===== src/rtl/bioz_demod_pkg.sv =====
`default_nettype none
// ============================================================================
//  Module   : bioz_demod_pkg
//  Purpose  : Shared types and default widths for the BioZ I/Q demodulator
//             and windowed accumulator.
//  Contents : state_e       - demodulator FSM state encoding
//             DEF_DATA_W    - default ADC sample width
//             DEF_ACC_W     - default accumulator / result width
//             DEF_CNT_W     - default sample-counter width
//  Revision : 1.0  initial release
// ============================================================================
package bioz_demod_pkg;

  localparam int DEF_DATA_W = 12;
  localparam int DEF_ACC_W  = 24;
  localparam int DEF_CNT_W  = 16;

  typedef enum logic [1:0] {
    ST_IDLE  = 2'd0,
    ST_ARM   = 2'd1,
    ST_ACCUM = 2'd2,
    ST_DONE  = 2'd3
  } state_e;

endpackage
`default_nettype wire


===== src/rtl/bioz_sat_accum.sv =====
`default_nettype none
// ============================================================================
//  Module   : bioz_sat_accum
//  Purpose  : Signed saturating accumulator. Adds or subtracts a signed
//             sample each enabled cycle and clamps at the signed range limits.
//  Ports    : clk_i   - clock
//             rst_i   - asynchronous active-high reset
//             clr_i   - synchronous clear (wins over enable)
//             en_i    - accumulate this cycle
//             sub_i   - 1: acc -= data_i, 0: acc += data_i
//             data_i  - signed sample, DATA_W bits
//             acc_o   - signed accumulator, ACC_W bits
//             sat_o   - high in a cycle whose update clamped
//  Revision : 1.0  initial release
// ============================================================================
module bioz_sat_accum #(
  parameter int DATA_W = 12,
  parameter int ACC_W  = 24
) (
  input  logic                     clk_i,
  input  logic                     rst_i,
  input  logic                     clr_i,
  input  logic                     en_i,
  input  logic                     sub_i,
  input  logic signed [DATA_W-1:0] data_i,
  output logic signed [ACC_W-1:0]  acc_o,
  output logic                     sat_o
);

  localparam logic [ACC_W-1:0] ACC_MAX = {1'b0, {(ACC_W-1){1'b1}}};
  localparam logic [ACC_W-1:0] ACC_MIN = {1'b1, {(ACC_W-1){1'b0}}};

  logic [ACC_W-1:0]  acc_q, acc_d;
  logic [DATA_W:0]   ext, term;
  logic [ACC_W:0]    sum;
  logic              ovf;

  // One guard bit before negation keeps -(-2^(DATA_W-1)) exact.
  assign ext  = {data_i[DATA_W-1], data_i};
  assign term = sub_i ? (~ext + 1'b1) : ext;
  assign sum  = {acc_q[ACC_W-1], acc_q} + {{(ACC_W-DATA_W){term[DATA_W]}}, term};
  // Guard bit disagreeing with the result MSB means the true sum left the range.
  assign ovf  = sum[ACC_W] ^ sum[ACC_W-1];

  always_comb begin
    acc_d = acc_q;
    if (clr_i) begin
      acc_d = '0;
    end else if (en_i) begin
      if (ovf) acc_d = sum[ACC_W] ? ACC_MIN : ACC_MAX;
      else     acc_d = sum[ACC_W-1:0];
    end
  end

  always_ff @(posedge clk_i or posedge rst_i) begin
    if (rst_i) acc_q <= '0;
    else       acc_q <= acc_d;
  end

  assign acc_o = acc_q;
  assign sat_o = en_i & ~clr_i & ovf;

endmodule
`default_nettype wire


===== src/rtl/bioz_iq_demod_accum.sv =====
`default_nettype none
// ============================================================================
//  Module   : bioz_iq_demod_accum
//  Purpose  : Synchronous I/Q demodulator for the BioZ chain. Accumulates
//             +/-sample against the registered IP/QP references over a
//             programmable number of excitation periods and presents the
//             sums through a valid/ready handshake.
//  Ports    : clk_i, rst_i       - clock, asynchronous active-high reset
//             start_i, abort_i   - arm a window / cancel everything
//             num_periods_i      - periods per window (0 acts as 1)
//             ip_i, qp_i         - reference clocks from the generator
//             sample_valid_i, sample_i - ADC sample stream
//             i_out_o, q_out_o   - signed I/Q sums
//             sample_cnt_o       - samples accumulated (saturating)
//             overflow_o         - an accumulator clamped in this window
//             out_valid_o, out_ready_i - result handshake
//             busy_o             - measurement in progress or result pending
//  Revision : 1.0  initial release
// ============================================================================
module bioz_iq_demod_accum
  import bioz_demod_pkg::*;
#(
  parameter int DATA_W = DEF_DATA_W,
  parameter int ACC_W  = DEF_ACC_W,
  parameter int CNT_W  = DEF_CNT_W
) (
  input  logic                     clk_i,
  input  logic                     rst_i,
  input  logic                     start_i,
  input  logic                     abort_i,
  input  logic [7:0]               num_periods_i,
  input  logic                     ip_i,
  input  logic                     qp_i,
  input  logic                     sample_valid_i,
  input  logic signed [DATA_W-1:0] sample_i,
  output logic signed [ACC_W-1:0]  i_out_o,
  output logic signed [ACC_W-1:0]  q_out_o,
  output logic [CNT_W-1:0]         sample_cnt_o,
  output logic                     overflow_o,
  output logic                     out_valid_o,
  input  logic                     out_ready_i,
  output logic                     busy_o
);

  state_e             state_q, state_d;
  logic               ip_r_q, qp_r_q, ip_d_q;
  logic [7:0]         num_per_q, num_per_d;
  logic [7:0]         per_cnt_q, per_cnt_d;
  logic [CNT_W-1:0]   samp_cnt_q, samp_cnt_d;
  logic               ovf_q, ovf_d;

  logic               period_edge, start_ok, terminal, acc_en, acc_clr;
  logic               sat_i, sat_q;

  assign period_edge = ip_r_q & ~ip_d_q;
  assign start_ok    = (state_q == ST_IDLE) & start_i & ~abort_i;
  // The edge that closes the window is not part of it.
  assign terminal    = (state_q == ST_ACCUM) & period_edge &
                       ((per_cnt_q + 8'd1) == num_per_q);
  // The edge that leaves ARM is the first cycle of the window.
  assign acc_en      = ~abort_i & sample_valid_i &
                       (((state_q == ST_ARM) & period_edge) |
                        ((state_q == ST_ACCUM) & ~terminal));
  assign acc_clr     = abort_i | start_ok;

  bioz_sat_accum #(.DATA_W(DATA_W), .ACC_W(ACC_W)) u_acc_i (
    .clk_i  (clk_i),
    .rst_i  (rst_i),
    .clr_i  (acc_clr),
    .en_i   (acc_en),
    .sub_i  (~ip_r_q),
    .data_i (sample_i),
    .acc_o  (i_out_o),
    .sat_o  (sat_i)
  );

  bioz_sat_accum #(.DATA_W(DATA_W), .ACC_W(ACC_W)) u_acc_q (
    .clk_i  (clk_i),
    .rst_i  (rst_i),
    .clr_i  (acc_clr),
    .en_i   (acc_en),
    .sub_i  (~qp_r_q),
    .data_i (sample_i),
    .acc_o  (q_out_o),
    .sat_o  (sat_q)
  );

  always_comb begin
    state_d    = state_q;
    num_per_d  = num_per_q;
    per_cnt_d  = per_cnt_q;
    samp_cnt_d = samp_cnt_q;
    ovf_d      = ovf_q;

    if (acc_clr) begin
      per_cnt_d  = '0;
      samp_cnt_d = '0;
      ovf_d      = 1'b0;
    end else begin
      if ((state_q == ST_ACCUM) && period_edge) per_cnt_d = per_cnt_q + 8'd1;
      if (acc_en && (samp_cnt_q != {CNT_W{1'b1}})) samp_cnt_d = samp_cnt_q + 1'b1;
      if (sat_i | sat_q) ovf_d = 1'b1;
    end

    // Window length is captured once so mid-window changes are harmless.
    if (start_ok) num_per_d = (num_periods_i == 8'd0) ? 8'd1 : num_periods_i;

    if (abort_i) begin
      state_d = ST_IDLE;
    end else begin
      unique case (state_q)
        ST_IDLE:  if (start_i)     state_d = ST_ARM;
        ST_ARM:   if (period_edge) state_d = ST_ACCUM;
        ST_ACCUM: if (terminal)    state_d = ST_DONE;
        ST_DONE:  if (out_ready_i) state_d = ST_IDLE;
        default:                   state_d = ST_IDLE;
      endcase
    end
  end

  always_ff @(posedge clk_i or posedge rst_i) begin
    if (rst_i) begin
      state_q    <= ST_IDLE;
      ip_r_q     <= 1'b0;
      qp_r_q     <= 1'b0;
      ip_d_q     <= 1'b0;
      num_per_q  <= 8'd1;
      per_cnt_q  <= '0;
      samp_cnt_q <= '0;
      ovf_q      <= 1'b0;
    end else begin
      state_q    <= state_d;
      ip_r_q     <= ip_i;
      qp_r_q     <= qp_i;
      ip_d_q     <= ip_r_q;
      num_per_q  <= num_per_d;
      per_cnt_q  <= per_cnt_d;
      samp_cnt_q <= samp_cnt_d;
      ovf_q      <= ovf_d;
    end
  end

  assign sample_cnt_o = samp_cnt_q;
  assign overflow_o   = ovf_q;
  assign out_valid_o  = (state_q == ST_DONE);
  assign busy_o       = (state_q != ST_IDLE);

endmodule
`default_nettype wire


===== config.mk =====
export PLATFORM = sky130hd
export DESIGN_NAME = bioz_iq_demod_accum
export DESIGN_NICKNAME = d
export VERILOG_FILES = /design/src/rtl/bioz_demod_pkg.sv /design/src/rtl/bioz_sat_accum.sv /design/src/rtl/bioz_iq_demod_accum.sv
export SDC_FILE = /design/constraint.sdc
export NUM_CORES = 1
export LEC_CHECK = 0
export ABC_AREA = 0
export CAP_MARGIN = 0
export CORE_ASPECT_RATIO = 1.4
export CORE_MARGIN = 8
export CORE_UTILIZATION = 55
export CTS_CLUSTER_DIAMETER = 120
export DETAILED_ROUTE_END_ITERATION = 7
export HOLD_SLACK_MARGIN = 0.1
export PLACE_DENSITY = 0.84
export SYNTH_ARGS = -nofsm -noshare
export SYNTH_HDL_FRONTEND = slang
export SYNTH_SLANG_ARGS = --single-unit

===== constraint.sdc =====
create_clock -name clk_i -period 7.4 [get_ports clk_i]
set_input_delay 0.74 -clock clk_i [delete_from_list [all_inputs] [get_ports clk_i]]
set_output_delay 0.74 -clock clk_i [all_outputs]
set_load 0.02 [all_outputs]

# Word level (Yosys, flattened, before mapping)
# Index checks and enable logic that the tools add are counted.
# Widths: inputs -> output; s select.
[op_classes] addsub=5 eq_ne=9 muxes=23 n_bitwise=22 reduce_logical=10
[op_table] op="$mux 24" n=8
[op_table] op="$add 24x13->25" n=2
[op_table] op="$mux 16" n=2
[op_table] op="$mux 13" n=2
[op_table] op="$mux 8" n=3
[op_table] op="$add 16x1->16 const B" n=1
[op_table] op="$ne 16x16->1 const B" n=1
[op_table] op="$add 13x1->13 const B" n=1
[op_table] op="$not 13->13" n=1
[op_table] op="$and 1x1->1" n=12
[op_table] op="$mux 2" n=5
[op_table] op="$reduce_bool 2->1" n=5
[op_table] op="$ne 3x3->1 const B" n=3
[op_table] op="$add 8x1->8 const B" n=1
[op_table] op="$eq 8x8->1" n=1
[op_table] op="$logic_not 8->1" n=1
[op_table] op="$pmux 2 s4" n=1
[op_table] op="$eq 2x2->1 const B" n=2
[op_table] op="$not 1->1" n=4
[op_table] op="$reduce_and 4->1" n=1
[op_table] op="$ne 3x2->1 const B" n=1
[op_table] op="$or 1x1->1" n=3
[op_table] op="$eq 2x1->1 const B" n=1
[op_table] op="$logic_and 1x1->1" n=2
[op_table] op="other kinds (3)" n=5
[word_totals] regBits=86

# Depth between registers and ports, before layout
[logic_depth] ltp_word=13 ltp_mapped=20 ltp_nobuf=18

# Cells and area by module
# From an unflattened synthesis, not the netlist that was laid out.
[hier_totals] hier_cells=872 area_unflattened_um2=7551.0
[modules_own_cells] module="bioz_sat_accum at u_acc_i" instances=1 cells_each=321 area_per_inst_um2=2690.1 seq_area_each_um2=600.6
[modules_own_cells] module="bioz_sat_accum at u_acc_q" instances=1 cells_each=326 area_per_inst_um2=2687.6 seq_area_each_um2=600.6
[modules_own_cells] module="bioz_iq_demod_accum" instances=1 cells_each=225 area_per_inst_um2=2173.3 seq_area_each_um2=952.2

# Least setup slack after synthesis
# OpenSTA, ideal clock, no wires.
[synth_timing] kind="input port to flip-flop" startpoint="input port sample_i[0]" endpoint="register u_acc_q.acc_q[17] (netlist: u_acc_q.acc_o[17])" setup_ns=0.126 t_arrival_ns=4.664 required_ns=7.274 setup_slack_ns=2.610 stages=20 n_path_buf=2 path_cell_list="inv_1 > ha_1 > nand2_1 > nor3_1 > nor3b_1 > nor3b_1 > a21o_1 > o21ai_0 > ha_1 > clkbuf_1 > a21oi_1 > o21ai_0 > a2111oi_0 > nor2_1 > a31oi_1 > o21ai_0 > nand2b_1 > o311ai_2 > buf_2 > o21ai_1"
[synth_between] elab_chain_cells=8 elab_cells_between_ends=9 cone_classes="2 x add/sub; 5 x mux; 2 x bitwise"
[synth_lines] item="start: declaration" line_no="bioz_iq_demod_accum.sv:35" source="input logic signed [DATA_W-1:0] sample_i,"
[synth_lines] item="$not 13->13" line_no="bioz_sat_accum.sv:40" source="assign term = sub_i ? (~ext + 1'b1) : ext;"
[synth_lines] item="$add 13x1->13" line_no="bioz_sat_accum.sv:40"
[synth_lines] item="$mux 13 *" line_no="bioz_sat_accum.sv:40"
[synth_lines] item="$add 24x13->25 *" line_no="bioz_sat_accum.sv:41" source="assign sum = {acc_q[ACC_W-1], acc_q} + {{(ACC_W-DATA_W){term[DATA_W]}}, term};"
[synth_lines] item="$mux 24 or $xor 1x1->1 (tied branches)" line_no="bioz_sat_accum.sv:50, bioz_sat_accum.sv:43"
[synth_lines] item="$mux 24 *" line_no="bioz_sat_accum.sv:50" source="if (ovf) acc_d = sum[ACC_W] ? ACC_MIN : ACC_MAX;"
[synth_lines] item="$mux 24 *" line_no="bioz_sat_accum.sv:49" source="end else if (en_i) begin"
[synth_lines] item="$mux 24 *" line_no="bioz_sat_accum.sv:47" source="if (clr_i) begin"
[synth_lines] item="end signal: assignment" line_no="bioz_sat_accum.sv:56" source="if (rst_i) acc_q <= '0;"
[synth_lines] item="end signal: assignment" line_no="bioz_sat_accum.sv:57" source="else acc_q <= acc_d;"
[synth_lines] item="end: declaration" line_no="bioz_sat_accum.sv:33" source="logic [ACC_W-1:0] acc_q, acc_d;"
# Every way passes the cells marked *; elsewhere a longest branch is shown, timed or not. The select of a mux whose other input is x is not followed.
# A chain may end at the register's enable or synchronous reset.

# Worst setup path after layout
[layout_timing] startpoint="input port sample_i[2]" endpoint="register u_acc_i.acc_q[10] (netlist: u_acc_i.acc_o[10])"
[layout_between] elab_chain_cells=8 elab_cells_between_ends=9 cone_classes="2 x add/sub; 5 x mux; 2 x bitwise"
[layout_lines] item="$not 13->13" line_no="bioz_sat_accum.sv:40"
[layout_lines] item="$add 13x1->13" line_no="bioz_sat_accum.sv:40"
[layout_lines] item="$mux 13 *" line_no="bioz_sat_accum.sv:40"
[layout_lines] item="$add 24x13->25 *" line_no="bioz_sat_accum.sv:41"
[layout_lines] item="$mux 24 or $xor 1x1->1 (tied branches)" line_no="bioz_sat_accum.sv:50, bioz_sat_accum.sv:43"
[layout_lines] item="$mux 24 *" line_no="bioz_sat_accum.sv:50"
[layout_lines] item="$mux 24 *" line_no="bioz_sat_accum.sv:49"
[layout_lines] item="$mux 24 *" line_no="bioz_sat_accum.sv:47"
[layout_lines] item="end signal: assignment" line_no="bioz_sat_accum.sv:56"
[layout_lines] item="end signal: assignment" line_no="bioz_sat_accum.sv:57"
[layout_lines] item="end: declaration" line_no="bioz_sat_accum.sv:33"
# Marked as above.

==> results.sh <==
export IMPL_cpMostUsedCell="nor3b_1"
export IMPL_status="complete, no violations"
export IMPL_cts_buffers=9
export IMPL_syn_area_mm2=0.006544
export IMPL_design_area_mm2=0.007910
export IMPL_p_int_mw=1.086
export IMPL_setup_viol=0
export IMPL_crit_arrival_ps=5950
export IMPL_cts_tree="done"
export IMPL_crit_path_max_incr_delay_ps=720
export IMPL_ys_flop_type="dfrtp_1"
export IMPL_num_antenna_cells=0
export IMPL_async_reset_ff_share_pct=100.0
export IMPL_leakage_nw=3.487
export IMPL_fillers=962
export IMPL_io_pins=95
export IMPL_die_y_um=145.1
export IMPL_power_share_clock_pct=27.0
export IMPL_worst_pin_slew_ps=941.9
export IMPL_drtAntennaViolNets=0
export IMPL_synth_cell_types=65
export IMPL_crit_type="input pin to flip-flop"
export IMPL_drt_iter0_markers=279
export IMPL_hold_violations=0
export IMPL_cts_max_level=3
export IMPL_initial_utilization_pct=55.92
export IMPL_multiInputGateArea_mm2=0.004161
export IMPL_gp_congestion=0.8868
export IMPL_drive_gt1_share_pct=5.762
export IMPL_relSlewSlack_pct=37.21
export IMPL_num_vias=5833
export IMPL_grt_start_max_net_pins=73
export IMPL_rows=47
export IMPL_power_switching_mw=0.6312
export IMPL_fin_crit_sh_pct=76.78
export IMPL_timing_fmax_ghz=0.1760
export IMPL_grt_usage_pct=21.49
export IMPL_clk_path_buf_depth=2
export IMPL_clock_latency_ps=340
export IMPL_grt_pass1_wl_um=28090
export IMPL_avgSynthCellArea_um2=8.867
export IMPL_route_detailed_drc=0
export IMPL_io_buffer_count=94
export IMPL_yosys_warnings=0
export IMPL_dp_hpwl_um=12580
export IMPL_avgViaCountPerCell=5.952
export IMPL_seqPwrFrac_pct=34.0
export IMPL_vdd_drop_max_uv=127.4
export IMPL_required_ps=7670
export IMPL_fin_nets=915
export IMPL_synth_seq_area_share_pct=32.91
export IMPL_postSynthCellCount=738
export IMPL_cp_max_fo=13
export IMPL_drtPass1Iterations=6
export IMPL_cts_root_buffer_cell="clkbuf_16"
export IMPL_cts_sinks=86
export IMPL_crit_buf_inv=2
export IMPL_cp_slowest_cell="nor3b_2"
export IMPL_finalCriticalPeriod_ps=5682
export IMPL_slew_viol_final=0
export IMPL_clk_pin_slew_ps=60
export IMPL_cp_start_kind="input pin"
export IMPL_overflow=0
export IMPL_post_cts_resized=0
export IMPL_hold_path_class="flip-flop to flip-flop"
export IMPL_cts_setup_buffers=0
export IMPL_swShare_pct=36.77
export IMPL_power_density_mw_per_mm2=217.0
export IMPL_tns_ps=0
export IMPL_combPwrFrac_pct=38.9
export IMPL_drt_wl_total_um=16580
export IMPL_synth_edf_count=0
export IMPL_dieWidth_um=108.2
export IMPL_crit_chain="clkdlybuf4s50_1 > nor3_1 > nor3b_1 > nor3b_1 > nor3b_1 > nor2_1 > xor2_1 > ha_1 > nand2_1 > nor4_1 > a211oi_1 > o21ai_1 > nand2b_1 > a22oi_1 > xnor2_1 > nor3b_2 > buf_4 > a221o_1"
export IMPL_core_area_mm2=0.01170
export IMPL_cts_hold_buf=0
export IMPL_placed_area_mm2=0.007610
export IMPL_critPathTopFamily="simple AND/OR/NAND/NOR gates"
export IMPL_syn2layout_area_growth_pct=20.88
export IMPL_grt_pass1_vias=6114
export IMPL_synth_nets=825
export IMPL_wl_per_cell_um=16.92
export IMPL_die_area_mm2=0.01569
export IMPL_synth_seq_cells=86
export IMPL_clock_skew_ps=9.852
export IMPL_rsz0062_at_grt="no"
export IMPL_antenna_found_initial=0
export IMPL_drv_cap=0
export IMPL_cp_end_kind="flip-flop"
export IMPL_register_area_mm2=0.002153
[metrics by stage]
stage | setup slack (ps) | util, % | power, mW | cells | hold WS, ps
floorplan | 2610 | - | 1.061 | 738 | 439.2
global placement | 1748 | 65.03 | 1.231 | 964 | 482.9
detailed placement | 1517 | 65.03 | 1.261 | 964 | 488.9
CTS | 1781 | 67.59 | 1.727 | 980 | 499.9
global route | 1243 | 67.59 | 1.824 | 980 | 532.4
finish | 1718 | 67.59 | 1.717 | 980 | 494.6
[sequential cells by signal (all words and copies together) (netlist names)]
name and flops:
u_acc_i.acc_o 24, u_acc_q.acc_o 24, sample_cnt_o 16, num_per_q 8, per_cnt_q 8, state_q 2, ip_d_q 1, ip_r_q 1
overflow_o 1, qp_r_q 1
[path summary, 6_finish.rpt]
kind	start	end	slack (ps)	cells after the start
hold / removal	num_per_q[0]	num_per_q[0]	490	2
max in group asynchronous	rst_i	u_acc_i.acc_o[16]	5560	3
hold reg to reg	num_per_q[0]	num_per_q[0]	490	2
setup / recovery	sample_i[2]	u_acc_i.acc_o[10]	1720	18
min in group asynchronous	rst_i	ip_r_q	640	2
setup reg to reg	ip_r_q	u_acc_i.acc_o[10]	3040	13
[synthesized netlist by cell type, types with 5 or more instances]
cell | n | area share [%]
ha_1 | 57 | 11
a21o_1 | 12 | 1.4
o21ai_0 | 23 | 1.8
clkbuf_1 | 7 | 0.40
nor2_1 | 95 | 5.4
a211oi_1 | 9 | 1.0
nand2b_1 | 11 | 1.1
buf_2 | 12 | 0.92
a31oi_1 | 5 | 0.48
nor3_1 | 12 | 0.92
xor2_1 | 49 | 6.6
xnor2_1 | 43 | 5.8
nor2b_1 | 9 | 0.86
o21a_1 | 8 | 0.92
a21oi_1 | 43 | 3.3
a221o_1 | 23 | 3.5
dfrtp_1 | 85 | 33
nand3_1 | 17 | 1.3
or3_1 | 6 | 0.57
nand4_1 | 10 | 0.96
inv_1 | 31 | 1.8
o21ai_1 | 29 | 2.2
nand2_1 | 56 | 3.2
nor3b_1 | 7 | 0.80
mux2_2 | 9 | 1.5
[worst register-to-register path, cell delays in order, from the launching register on]
cell and delay [ps]:
dfrtp_1 700, mux2_2 300, inv_1 60, fa_1 430, nor2b_1 170, o2111ai_1 170, a31oi_1 270, o21ai_1 200
o31ai_1 500, a21o_1 170, o21ai_1 160, nor3b_2 720, buf_4 320, a221o_1 130
[power groups by stage]
stage          Sequential, mW  Combinational (mW)  Clock (mW)
5_1_grt                 0.592               0.739       0.494
2_1_floorplan           0.609               0.452           0
3_5_place_dp            0.593               0.668           0
3_3_place_gp            0.590               0.642           0
6_report                0.584               0.669       0.464
4_1_cts                 0.585               0.672       0.470
[cell usage in the layout, fill, tap and decap left out, drive strengths merged, types with 7 or more instances in the layout]
cell           netlist  routed
dfrtp               85      85
xnor2               43      43
a221o               23      23
ha                  57      57
a21oi               44      44
buf                 15       7
a211oi               9       9
nor2                95      95
clkdlybuf4s50        0      94
nand4               10      10
inv                 31      32
a21o                12      12
nand2               56      56
o21a                 8       8
xor2                49      49
nor3b                8       8
mux2                 9       9
nor3                12      12
nor2b                9       9
nand2b              11      11
clkbuf               7      10
o21ai               52      52
nand3               18      18
[routing by layer]
layer	vias to the layer above	wire [um]	share of wire [%]	global-route usage, %
li1	2812	-	-	-
met1	2831	6581	40	23.67
met2	168	8865	53	39.90
met3	22	836	5.0	3.723
met4	0	300	1.8	6.411
met5	-	0	0	0
[cell families after synthesis]
group           synth area share (%)
xor+xnor                       12.31
mux                            2.008
buf+inv                        3.499
compound gates                 19.52
simple gates                   18.24
fa+ha+maj                      11.51
flops                          32.91
[area by class of cell]
cell class                 count  area share [%]
tap                          147           2.325
timing repair buffer         101           12.56
sequential                    86           27.22
clock inverter                 6          0.9016
inverter                      31           1.487
multi-input combinational    599           52.61
clock buffer                  10           2.895
Note: power is estimated with default switching activity, not from simulation.
